<file path="src/rtl/seq_mul.sv">
//------------------------------------------------------------------------------
// seq_mul : iterative signed shift-add multiplier, DATAWIDTH cycles per product,
//           truncated to the low DATAWIDTH bits. Optional SEQ_MUL_OVF_EN
//           enables the signed overflow flag (otherwise ovf is tied low).
// Revision: 1.0
//------------------------------------------------------------------------------
`default_nettype none

module seq_mul #(
  parameter int DATAWIDTH = 32
) (
  input  logic                 clk,
  input  logic                 rst,
  input  logic                 start,
  input  logic [DATAWIDTH-1:0] a,
  input  logic [DATAWIDTH-1:0] b,
  output logic                 busy,
  output logic                 done,
  output logic [DATAWIDTH-1:0] p,
  output logic                 ovf
);

  localparam int CW = (DATAWIDTH > 1) ? $clog2(DATAWIDTH) : 1;
  localparam logic [CW-1:0] LAST = CW'(DATAWIDTH - 1);

  localparam logic [1:0] IDLE = 2'd0;
  localparam logic [1:0] CALC = 2'd1;
  localparam logic [1:0] DONE = 2'd2;

  logic [1:0]             state, state_nx;
  logic                   load, step, finish;

  logic [DATAWIDTH-1:0]   mag_b;
  logic [2*DATAWIDTH-1:0] mcand;
  logic [2*DATAWIDTH-1:0] acc;
  logic [CW-1:0]          cnt;
  logic                   neg;

  logic [DATAWIDTH-1:0]   abs_a, abs_b, acc_lo;

  // Two's-complement magnitude; the most negative value maps to 2^(DW-1) unsigned.
  assign abs_a  = a[DATAWIDTH-1] ? (~a + DATAWIDTH'(1)) : a;
  assign abs_b  = b[DATAWIDTH-1] ? (~b + DATAWIDTH'(1)) : b;
  assign acc_lo = acc[DATAWIDTH-1:0];

  always_ff @(posedge clk) begin
    if (rst) state <= IDLE;
    else     state <= state_nx;
  end

  always_comb begin
    state_nx = state;
    case (state)
      IDLE:    if (start) state_nx = CALC;
      CALC:    if (cnt == LAST) state_nx = DONE;
      DONE:    state_nx = IDLE;
      default: state_nx = IDLE;
    endcase
  end

  always_comb begin
    busy   = (state != IDLE);
    load   = (state == IDLE) && start;
    step   = (state == CALC);
    finish = (state == DONE);
  end

  always_ff @(posedge clk) begin
    if (rst) begin
      mag_b <= '0;
      mcand <= '0;
      acc   <= '0;
      cnt   <= '0;
      neg   <= 1'b0;
      p     <= '0;
      done  <= 1'b0;
    end else begin
      done <= finish;
      if (load) begin
        mag_b <= abs_b;
        mcand <= {{DATAWIDTH{1'b0}}, abs_a};
        neg   <= a[DATAWIDTH-1] ^ b[DATAWIDTH-1];
        acc   <= '0;
        cnt   <= '0;
      end
      if (step) begin
        // mcand tracks mag_a << cnt by shifting once per iteration
        if (mag_b[0]) acc <= acc + mcand;
        mcand <= mcand << 1;
        mag_b <= mag_b >> 1;
        cnt   <= cnt + CW'(1);
      end
      if (finish) p <= neg ? (~acc_lo + DATAWIDTH'(1)) : acc_lo;
    end
  end

`ifdef SEQ_MUL_OVF_EN
  localparam logic [2*DATAWIDTH-1:0] HALF = {{DATAWIDTH{1'b0}}, 1'b1, {(DATAWIDTH-1){1'b0}}};
  logic ovf_q;

  // Positive results may reach 2^(DW-1)-1, negative results may reach -2^(DW-1).
  always_ff @(posedge clk) begin
    if (rst)         ovf_q <= 1'b0;
    else if (finish) ovf_q <= neg ? (acc > HALF) : (acc >= HALF);
  end

  assign ovf = ovf_q;
`else
  assign ovf = 1'b0;
`endif

endmodule

`default_nettype wire

</file>
<file path="config.mk">
export PLATFORM = sky130hd
export DESIGN_NAME = seq_mul
export DESIGN_NICKNAME = d
export VERILOG_FILES = /design/src/rtl/seq_mul.sv
export SDC_FILE = /design/constraint.sdc
export NUM_CORES = 1
export LEC_CHECK = 0
export CORE_MARGIN = 8
export CORE_UTILIZATION = 58
export CTS_BUF_LIST = sky130_fd_sc_hd__clkbuf_4
export CTS_CLUSTER_DIAMETER = 80
export DETAILED_ROUTE_END_ITERATION = 8
export PLACE_DENSITY_LB_ADDON = 0.1
export REMOVE_ABC_BUFFERS = 1
export SLEW_MARGIN = 10
export SYNTH_ARGS = -nofsm -noshare
export SYNTH_HDL_FRONTEND = slang
export SYNTH_SLANG_ARGS = --single-unit
</file>
<file path="constraint.sdc">
create_clock -name clk -period 3.68 [get_ports clk]
set_clock_uncertainty 0.15 [all_clocks]
set_input_delay 0.736 -clock clk [delete_from_list [all_inputs] [get_ports clk]]
set_output_delay 0.736 -clock clk [all_outputs]
set_load 0.02 [all_outputs]
</file>
Word level (Yosys, flattened, before mapping)
Index checks and enable logic that the tools add are counted.
Storage, ports and cells
  register bits: 201
  bits of input ports: 67
  output and inout bits: 35
Cells by class
  add/sub/neg operators: 5
  eq/ne operators: 5
  muxes and demuxes: 15
  bitwise logic cells: 4
  reductions and logical operators: 6
Operator list (count)
  two-way mux 64 bit: 5
  adder 32 x 1 -> 32 bit (second input constant): 3
  two-way mux 32 bit: 3
  inverter 32 bit: 3
  adder 64 bit: 1
  two-way mux 31 bit: 2
  two-way mux 5 bit: 2
  adder 5 x 1 -> 5 bit (second input constant): 1
  == test 5 bit (second input constant): 1
  two-way mux 2 bit: 2
  case mux 2 bit (2 select lines): 1
  nonzero test 2 bit: 2
  == test 2 x 1 -> 1 bit (second input constant): 1
  == test 2 bit (second input constant): 1
  zero test 2 bit: 1
  != test 2 x 1 -> 1 bit (second input constant): 1
  != test 2 bit (second input constant): 1
  AND reduction 2 bit: 1
  OR reduction 2 bit: 1
  logical AND 1 bit: 1
  bitwise XOR 1 bit: 1

Depth between registers and ports, before layout
  word-level depth: 5
  depth in mapped cells: 11

Worst setup path after synthesis
No wires, ideal clock.
  path kind: input-to-reg
  start point: input port a[17]
  end point: register mcand[30]
  library setup time: 0.131 ns
  data arrival time: 2.715 ns
  required time: 3.399 ns
  slack: 0.685 ns
  cell stages on the path: 8
  path buffers: 0
  path through: or4_1 -> or3_1 -> nor3_2 -> nand2_1 -> or3_1 -> o41ai_2 -> xor2_1 -> o22ai_1
Between the ends
  cells in the longest elaborated chain, start to end: 5
Ends and longest elaborated chain
  from (decl): line 15  | input logic [DATAWIDTH-1:0] a,
  inverter 32 bit: line 42  | assign abs_a = a[DATAWIDTH-1] ? (~a + DATAWIDTH'(1)) : a;
  adder 32 x 1 -> 32 bit: line 42
  two-way mux 32 bit: line 42
  two-way mux 64 bit: line 79  | if (load) begin
  two-way mux 64 bit: line 86  | if (step) begin
  to (signal assigned): line 81  | mcand <= {{DATAWIDTH{1'b0}}, abs_a};
  to (signal assigned): line 89  | mcand <= mcand << 1;
  to (decl): line 34  | logic [2*DATAWIDTH-1:0] mcand;
Every way passes these cells. The select of a mux whose other input is x is not followed.
A chain may end at the register's enable or synchronous reset.

Worst setup path after layout
  start point: register mcand[0]
  end point: register acc[30]
Between the ends
  cells in the longest elaborated chain, start to end: 3
Ends and longest elaborated chain
  adder 64 bit: line 88  | if (mag_b[0]) acc <= acc + mcand;
  two-way mux 64 bit: line 88
  two-way mux 64 bit: line 86
  to (signal assigned): line 88
  to (decl): line 35  | logic [2*DATAWIDTH-1:0] acc;
Every way passes these cells.

==> results.sh <==
export IMPL_cts_setup_buffers=0
export IMPL_pwr_share_comb_pct=18.2
export IMPL_min_path_type="in -> reg"
export IMPL_clock_fmax_mhz=307
export IMPL_cp_required_ps=3970
export IMPL_ir_drop_v=0.000192
export IMPL_ant_nets=0
export IMPL_layout_setup_ws_ps=425
export IMPL_setup_viol=0
export IMPL_overflow=0
export IMPL_grt_usage_pct=22.3
export IMPL_routed_wl_um=20400
export IMPL_start_util_pct=58.9
export IMPL_crit_path_frequent_cell="o21ai_1"
export IMPL_cts_tree="built"
export IMPL_critPathBufInv=1
export IMPL_gp_congestion=0.939
export IMPL_status="complete, no violations"
export IMPL_syn_area_per_cell_um2=7.92
export IMPL_drv_cap=0
export IMPL_power_leakage_nw=3.69
export IMPL_cts_sinks=137
export IMPL_cp_max_fo=3
export IMPL_place_ws_ps=71.2
export IMPL_synthesis_area_um2=8500
export IMPL_synth_area_leader_cell="dfxtp_1"
export IMPL_synth_top_cell_area_share_pct=32.3
export IMPL_fin_crit_sh_pct=88.5
export IMPL_netSwitchingFraction_pct=29.2
export IMPL_synth_common_cells="dfxtp_1 (137), nand2_1 (120), a21oi_1 (104)"
export IMPL_nets=1247
export IMPL_finalMaxSlewViolations=0
export IMPL_post_route_util_pct=69.0
export IMPL_grt_first_pass_wirelength_um=34500
export IMPL_crit_path_max_incr_delay_ps=440
export IMPL_synth_edf_count=0
export IMPL_cts_resized=0
export IMPL_routedWlPerCell_um=15.2
export IMPL_cp_top_family="compound AO/OA/AOI/OAI gates"
export IMPL_io_buffers=100
export IMPL_yosysSeqAreaShare_pct=32.3
export IMPL_ys_flop_type="dfxtp_1"
export IMPL_critPathSlowestCell="fa_1"
export IMPL_pwr_share_seq_pct=50.0
export IMPL_cts_max_path_buffers=2
export IMPL_drc_errors=0
export IMPL_path_cells="ha_1 -> fa_1 -> a211oi_1 -> o21bai_1 -> a21o_1 -> a311oi_1 -> buf_4 -> o31ai_1 -> a21oi_1 -> o21ai_1 -> xnor2_1 -> o21ai_1"
export IMPL_die_h_um=137
export IMPL_dpl_hpwl_um=15600
export IMPL_ys_seq_elements=137
export IMPL_antenna_found_initial=1
export IMPL_rsz0062_at_grt="no"
export IMPL_cp_end_kind="register"
export IMPL_synth_area_leaders="dfxtp_1 (32%), a21oi_1 (6.1%), a22oi_1 (6.0%)"
export IMPL_rows=44
export IMPL_io_pins=102
export IMPL_vias_per_cell=5.87
export IMPL_synth_distinct_cells=63
export IMPL_power_density_nw_per_um2=323
export IMPL_die_area_um2=18800
export IMPL_slew_limit_headroom_pct=25.9
export IMPL_cts_clk_slew_worst_paths_ps=130
export IMPL_tightest_slew_ps=1110
export IMPL_core_um2=14400
export IMPL_postSynth_asyncResetShare_pct=0
export IMPL_p_switching_mw=0.941
export IMPL_clk_latency_ps=560
export IMPL_power_mw=3.22
export IMPL_drive_gt1_share_pct=6.83
export IMPL_hold_viol=0
export IMPL_drt_iter0_markers=416
export IMPL_clkPwrFrac_pct=31.8
export IMPL_power_internal_mw=2.28
export IMPL_cts_made_buffers=17
export IMPL_grt_pass1_vias=7239
export IMPL_layout_min_cycle_time_ps=3260
export IMPL_root_buffer="clkbuf_4"
export IMPL_hold_worst_slack_ps=293
export IMPL_cp_arrival_ps=3540
export IMPL_synth_most_common_cell="dfxtp_1"
export IMPL_htreeDepth=4
export IMPL_die_x_um=137
export IMPL_netlist_instances=1073
export IMPL_yosys_warnings=0
export IMPL_design_area_um2=9960
export IMPL_firstDrtPassIters=6
export IMPL_area_delta_synth_final_pct=17.2
export IMPL_grt_max_degree=72
export IMPL_num_vias=7868
export IMPL_postCtsHoldBufs=0
export IMPL_setup_worst_path_class="reg -> reg"
export IMPL_place_area_um2=9660
export IMPL_startpoint_type="register"
==> per-stage QoR <==
stage | cells | setup TNS, ps
after global placement | 1308 | 0
after global routing | 1341 | 0
after CTS | 1340 | 0
final | 1341 | 0
after floorplan | 1001 | -121850
after detailed placement | 1308 | 0
==> cells in the final DEF, fill, tap and decap left out, types with 14 or more instances in the layout <==
| master | n |
|---|---|
| a22oi_1 | 68 |
| o31ai_1 | 19 |
| nor3_1 | 15 |
| or3_1 | 14 |
| ha_1 | 36 |
| dfxtp_1 | 137 |
| xnor2_1 | 57 |
| xor2_1 | 51 |
| inv_1 | 17 |
| nand3_1 | 14 |
| nand2_1 | 120 |
| nor2_1 | 86 |
| clkbuf_4 | 18 |
| a21oi_1 | 104 |
| buf_4 | 23 |
| o21ai_0 | 61 |
| clkdlybuf4s50_1 | 99 |
| o21ai_1 | 19 |
| a211oi_1 | 26 |
| a21o_1 | 16 |
==> final timing paths <==
check	from	to	slack, ps	depth (start not counted)
worst max-delay path	mcand[0]	acc[30]	420	12
worst min register to register	p[31]	p[31]	300	2
worst max register to register	mcand[0]	acc[30]	420	12
worst min-delay path	rst	cnt[1]	290	2
==> layer usage <==
layer	vias up	share of wire, %	wire [µm]	global-route usage, %
li1	4071	-	-	-
met1	3555	46	9450	29.6
met2	215	45	9190	35.0
met3	27	7.1	1460	5.32
met4	0	1.3	275	6.94
met5	-	0	0	0
==> final cells by class <==
| type | instances | area, µm² |
|---|---|---|
| Antenna cell | 1 | 2.50 |
| Tap cell | 184 | 230 |
| Sequential cell | 137 | 2740 |
| Fill cell | 1277 | 4470 |
| Multi-Input combinational cell | 847 | 5440 |
| Clock buffer | 18 | 135 |
| Clock inverter | 14 | 156 |
| Inverter | 17 | 63.8 |
| Timing Repair Buffer | 123 | 1180 |
==> power groups by stage <==
stage / sequential [mW] / combinational [mW] / clock, mW
floorplan: 1.62 / 0.357 / 0
global route: 1.62 / 0.648 / 1.10
finish: 1.61 / 0.584 / 1.02
global placement: 1.64 / 0.575 / 0
CTS: 1.61 / 0.584 / 1.04
detailed placement: 1.64 / 0.583 / 0
==> state kept, by name, summed over array words and instances, names as in the netlist <==
signal	cells
acc	32
cnt	5
done	1
mag_b	32
mcand	32
neg	1
p	32
state	2
==> kinds of logic (layout without fill, tap and decap cells) <==
kind of cell	Yosys count	in the layout	share of synthesized area, %
fa+ha+maj	37	37	5.54
buf+inv	89	172	3.98
simple gates	323	323	17.9
flops	137	137	32.3
other cells	1	2	0.0441
compound gates	372	372	28.4
mux	6	6	0.721
xor+xnor	108	108	11.1
Power figures use the tool's default switching activity.
